==> src/rtl/alu_issue_stage_pkg.sv <==
// Shared encodings for the ALU issue stage, the ALU result mux and the result stage.
package alu_issue_stage_pkg;

  typedef enum logic [3:0] {
    F_AND = 4'd0,
    F_OR  = 4'd1,
    F_XOR = 4'd2,
    F_ADD = 4'd3,
    F_SUB = 4'd4,
    F_SLT = 4'd5
  } funct_e;

  localparam logic [2:0] OP_AND = 3'b000;
  localparam logic [2:0] OP_OR  = 3'b001;
  localparam logic [2:0] OP_XOR = 3'b010;
  localparam logic [2:0] OP_ADD = 3'b011;
  localparam logic [2:0] OP_SLT = 3'b100;

  typedef enum logic [1:0] {
    S_EMPTY = 2'd0,
    S_ONE   = 2'd1,
    S_FULL  = 2'd2
  } buf_state_e;

  typedef struct packed {
    logic [2:0] op;
    logic       binvert;
    logic       cin0;
    logic       illegal;
  } ctrl_t;

endpackage

==> src/rtl/alu_issue_stage_funct_decode.sv <==
// Combinational map from ALU function code to the per-slice controls.
module alu_funct_decode
  import alu_issue_stage_pkg::*;
(
  input  logic [3:0] Funct,
  output logic [2:0] Op,
  output logic       BInvert,
  output logic       CIN0,
  output logic       IllegalOp
);

  always_comb begin
    Op        = OP_AND;
    BInvert   = 1'b0;
    CIN0      = 1'b0;
    IllegalOp = 1'b0;
    case (Funct)
      F_AND: Op = OP_AND;
      F_OR:  Op = OP_OR;
      F_XOR: Op = OP_XOR;
      F_ADD: Op = OP_ADD;
      F_SUB: begin
        Op      = OP_ADD;
        BInvert = 1'b1;
        CIN0    = 1'b1;
      end
      F_SLT: begin
        Op      = OP_SLT;
        BInvert = 1'b1;
        CIN0    = 1'b1;
      end
      default: IllegalOp = 1'b1;
    endcase
  end

endmodule

==> src/rtl/alu_issue_stage.sv <==
// Two-entry issue buffer feeding the ALU array: decodes on accept, presents the head entry.
module alu_issue_stage
  import alu_issue_stage_pkg::*;
#(
  parameter int unsigned WIDTH = 16,
  parameter int unsigned IMM_W = 8
) (
  input  logic             Clock,
  input  logic             Reset,
  input  logic             InValid,
  output logic             InReady,
  input  logic [3:0]       Funct,
  input  logic             ImmSel,
  input  logic [WIDTH-1:0] RegA,
  input  logic [WIDTH-1:0] RegB,
  input  logic [IMM_W-1:0] Imm,
  output logic             OutValid,
  input  logic             OutReady,
  output logic [WIDTH-1:0] A,
  output logic [WIDTH-1:0] B,
  output logic [2:0]       Op,
  output logic             BInvert,
  output logic             CIN0,
  output logic             IllegalOp
);

  buf_state_e state, state_nxt;

  ctrl_t            new_ctrl;
  logic [WIDTH-1:0] new_b;
  ctrl_t            head_ctrl, tail_ctrl;
  logic [WIDTH-1:0] head_a, head_b, tail_a, tail_b;

  logic push, pop;
  logic load_head, load_tail, promote;

  alu_funct_decode u_decode (
    .Funct     (Funct),
    .Op        (new_ctrl.op),
    .BInvert   (new_ctrl.binvert),
    .CIN0      (new_ctrl.cin0),
    .IllegalOp (new_ctrl.illegal)
  );

  assign new_b = ImmSel ? {{(WIDTH-IMM_W){Imm[IMM_W-1]}}, Imm} : RegB;

  // Handshake flags come straight from the state register, so InReady has no path from OutReady.
  assign InReady  = (state != S_FULL);
  assign OutValid = (state != S_EMPTY);
  assign push     = InValid & InReady;
  assign pop      = OutValid & OutReady;

  always_ff @(posedge Clock) begin
    if (!Reset) state <= S_EMPTY;
    else        state <= state_nxt;
  end

  always_comb begin
    state_nxt = state;
    load_head = 1'b0;
    load_tail = 1'b0;
    promote   = 1'b0;
    unique case (state)
      S_EMPTY: begin
        if (push) begin
          state_nxt = S_ONE;
          load_head = 1'b1;
        end
      end
      S_ONE: begin
        if (push && !pop) begin
          state_nxt = S_FULL;
          load_tail = 1'b1;
        end else if (!push && pop) begin
          state_nxt = S_EMPTY;
        end else if (push && pop) begin
          load_head = 1'b1;
        end
      end
      S_FULL: begin
        if (pop) begin
          state_nxt = S_ONE;
          promote   = 1'b1;
        end
      end
      default: state_nxt = S_EMPTY;
    endcase
  end

  // Head is only overwritten on load, so after the last pop it keeps showing the popped entry.
  always_ff @(posedge Clock) begin
    if (!Reset) begin
      head_a    <= '0;
      head_b    <= '0;
      head_ctrl <= '0;
      tail_a    <= '0;
      tail_b    <= '0;
      tail_ctrl <= '0;
    end else begin
      if (load_head) begin
        head_a    <= RegA;
        head_b    <= new_b;
        head_ctrl <= new_ctrl;
      end else if (promote) begin
        head_a    <= tail_a;
        head_b    <= tail_b;
        head_ctrl <= tail_ctrl;
      end
      if (load_tail) begin
        tail_a    <= RegA;
        tail_b    <= new_b;
        tail_ctrl <= new_ctrl;
      end
    end
  end

  assign A         = head_a;
  assign B         = head_b;
  assign Op        = head_ctrl.op;
  assign BInvert   = head_ctrl.binvert;
  assign CIN0      = head_ctrl.cin0;
  assign IllegalOp = head_ctrl.illegal;

endmodule

==> config.mk <==
export PLATFORM = sky130hd
export DESIGN_NAME = alu_issue_stage
export DESIGN_NICKNAME = d
export VERILOG_FILES = /design/src/rtl/alu_issue_stage_pkg.sv /design/src/rtl/alu_issue_stage_funct_decode.sv /design/src/rtl/alu_issue_stage.sv
export SDC_FILE = /design/constraint.sdc
export NUM_CORES = 1
export LEC_CHECK = 0
export CORE_MARGIN = 3
export CORE_UTILIZATION = 40
export DETAILED_ROUTE_END_ITERATION = 8
export GPL_ROUTABILITY_DRIVEN = 0
export PLACE_DENSITY_LB_ADDON = 0.1
export SETUP_SLACK_MARGIN = 0.1
export SLEW_MARGIN = 25
export SYNTH_ARGS = -nofsm -noshare
export SYNTH_HDL_FRONTEND = slang
export SYNTH_SLANG_ARGS = --single-unit
==> constraint.sdc <==
create_clock -name Clock -period 3.5 [get_ports Clock]
set_input_delay 0.525 -clock Clock [delete_from_list [all_inputs] [get_ports Clock]]
set_output_delay 0.525 -clock Clock [all_outputs]
set_load 0.02 [all_outputs]
==> impl_results.md <==
- Outcome: completed
- Worst min path class: flop to flop
- Grt ovf: 0
- Setup crit start kind: input pin
- First-pass GRT wire length: around 15000 um
- Highest clock rate: 463 MHz
- Asr flop ratio synth: 0
- I/O Pins: ~90
- Fillers: roughly 830
- Antenna Nets Post-Route: 0
- Via/cell ratio: approximately 5.5
- Total power: approximately 1.9 mW
- Die Y: between 100 and 150 um
- DP HPWL: a little under 6000 um
- Area contributors post-synth: dfxtp_1 (42%), a21boi_0 (7.6%), nand2_1 (7.4%)
- Area Growth Syn to Fin: 27.2%
- Worst setup margin: ~1.3 ns
- Port bufs: between 80 and 90
- Post-CTS sizing: 0
- Chip Width: 102 um
- Starting Density: 0.415
- Number of flops mapped to enable cells by yosys: 0
- TritonCTS sink count: between 70 and 80
- MaxCap Viol Count: 0
- Final nets: 515
- Clock transition at path regs: around 0.070 ns
- Vias in the first global route: between 3k and 4k
- Post-synth top flop: dfxtp_1
- Total Routing Usage GR: 0.183
- Post-synthesis sequential area ratio: 0.416
- Residual DRC count: 0
- Fin. max-slew vios: 0
- Minimum clock period: roughly 2.2 ns
- Die area: slightly above 10000 um^2
- Antenna violations before repair: 0
- Reg-to-Reg Start: state[1]$_SDFFE_PN0P_
- Ratio of cells with drive above 1 in the final layout: 0.0556
- Num rows: 34
- P_leak: about 1.8 nW
- Worst reg2reg endpoint: tail_ctrl[3]$_SDFFE_PN0P_
- Unique cell type count in the Yosys netlist: 36
- Wirelength, routed: about 9300 um
- Post-synthesis cell area: 3660 um^2
- Worst vdd ir: 286 uV
- Post-Syn Instances: between 400 and 500
- Setup TNS: 0 ns
- Clock root buffer: clkbuf_8
- Area of the core: roughly 8800 um^2
- CTS buffer count: 9
- Routed WL per cell: 16.1 um
- Final period util: 0.617
- Critical Path AT: approximately 2.4 ns
- R2R depth: 7
- WS Path Type: input pin to flop
- Postcts setup bufs: 0
- Unrepaired setup endpoints after global routing: no
- TritonCTS clock tree: done
- CTS Hold Bufs: 0
- Post-synth top area cell: dfxtp_1
- H-tree levels: 3
- Critical Path Sink: tail_ctrl[3]$_SDFFE_PN0P_
- Post-place setup slack: 1.04 ns
- Drt pass-1 iters: 4
- Ys Warns: 0
- Crit path max fanout: 26
- Clk_lat worst skew: roughly 0.34 ns
- Slew HR: 0.345
- Yosys reg bits: 76
- R2R Setup Slk: 1.42 ns
- Mapped Nets: between 400 and 500
- Detailed Route Iter0 Violations: roughly 120
- Antenna diode count: 0
- Mapped Avg Cell Area: 9.08 um^2
- Synth top area share: 0.416
- Crit path launch: InValid
- Worst Tran Pin Value: roughly 1 ns
- Setup Viol. Count Final: 0
- Pwr dens: roughly 420 nW/um^2
- Required @ worst endpoint: 3.76 ns
- Vias: 3156
- Post-Route Skew: ~0.0084 ns
- Final Hold Fails: 0
- Clock buffer depth: 2
- Largest net degree at the start of global routing: 65
- Endpoint type of the worst setup path: flop
## cells by family (layout without fill, tap and decap cells)
group | Yosys count | after routing | synth area share
AOI/OAI and AO/OA | 133 | 133 | 0.293
and+or+nand+nor | 116 | 116 | 0.152
DFF | 76 | 76 | 0.416
buffers and inverters | 60 | 125 | 0.0893
muxes | 17 | 17 | 0.0469
adders and majority gates | 1 | 1 | 0.00342
## worst min path at each step
stage                                endpoint                 startpoint  cells past startpoint  slack (ns)
floorplan              tail_a[0]$_SDFFE_PN0P_     tail_a[0]$_SDFFE_PN0P_                      2        0.44
global placement       tail_a[1]$_SDFFE_PN0P_     tail_a[1]$_SDFFE_PN0P_                      2        0.45
detailed placement     tail_a[8]$_SDFFE_PN0P_     tail_a[8]$_SDFFE_PN0P_                      2        0.46
CTS                    tail_a[1]$_SDFFE_PN0P_     tail_a[1]$_SDFFE_PN0P_                      2        0.47
global route        tail_ctrl[4]$_SDFFE_PN0P_  tail_ctrl[4]$_SDFFE_PN0P_                      2        0.50
finish                tail_a[14]$_SDFFE_PN0P_    tail_a[14]$_SDFFE_PN0P_                      2        0.47
## cell usage in the layout, fill, tap and decap left out, types with 16 or more instances in the layout
cell              n
o211ai_1         21
a21boi_0         37
mux2i_1          16
clkdlybuf4s50_1  87
a32oi_1          19
dfxtp_1          76
nand2_1          72
## state kept, by name, summed over array words and instances, names as in the netlist
register,flops
IllegalOp,1
tail_a,16
state,2
tail_ctrl,5
BInvert,1
A,16
Op,3
B,16
tail_b,16
## area by class of cell
cell class / count / area (um^2) / share of cell area
multi-input cells: 267 / 1820 / 0.391
flip-flops and latches: 76 / 1520 / 0.327
repair buffers: 96 / 948 / 0.204
well taps: 108 / 135 / 0.0290
clock buffers: 11 / 131 / 0.0282
inverters: 15 / 56.3 / 0.0121
clock inverters: 3 / 40.0 / 0.00861
## worst max-delay path, cell delays in order
cell             delay [ns]
clkdlybuf4s50_1        0.55
and2_1                 0.15
ha_1                   0.16
and3b_1                0.50
buf_12                 0.25
o21ai_0                0.10
a21boi_0               0.18
## metrics by stage
step / util / hold slack, ns / area, um^2 / std cells
6_report: 0.528 / 0.468 / 4650 / 576
5_1_grt: 0.528 / 0.497 / 4650 / 576
4_1_cts: 0.528 / 0.470 / 4650 / 576
3_5_place_dp: 0.508 / 0.460 / 4480 / 562
3_3_place_gp: 0.508 / 0.454 / 4480 / 562
2_1_floorplan: - / 0.443 / 3660 / 403
## report_power, final
group          internal (mW)  switching, mW
combinational          0.187          0.189
sequential             0.917         0.0270
clock                  0.320          0.302
total                   1.42          0.518
## metal layers
metal / GRT usage / wire [um] / vias up / share of wire
li1: - / - / 1574 / -
met1: 0.234 / 4250 / 1498 / 0.46
met2: 0.312 / 4440 / 79 / 0.48
met3: 0.0468 / 522 / 5 / 0.056
met4: 0.0399 / 81 / 0 / 0.0087
met5: 0 / 0 / - / 0
## Yosys cell counts (2+ instances only)
library cell  count
o32ai_1          15
nand2_1          72
buf_2            21
buf_6             6
mux2i_1          16
nand3b_1          2
a32oi_1          19
nand2b_1          3
clkbuf_1         10
o2111ai_1         2
inv_1            15
buf_4             8
o21a_1           15
and3b_1           2
nor3b_1           5
and3_1           15
and2_1            3
o21ai_0           3
a21boi_1          2
o211a_1          15
dfxtp_1          76
nor2_1            6
nand3_1           3
o211ai_1         21
a21boi_0         37
(Power assumes the default switching activity.)
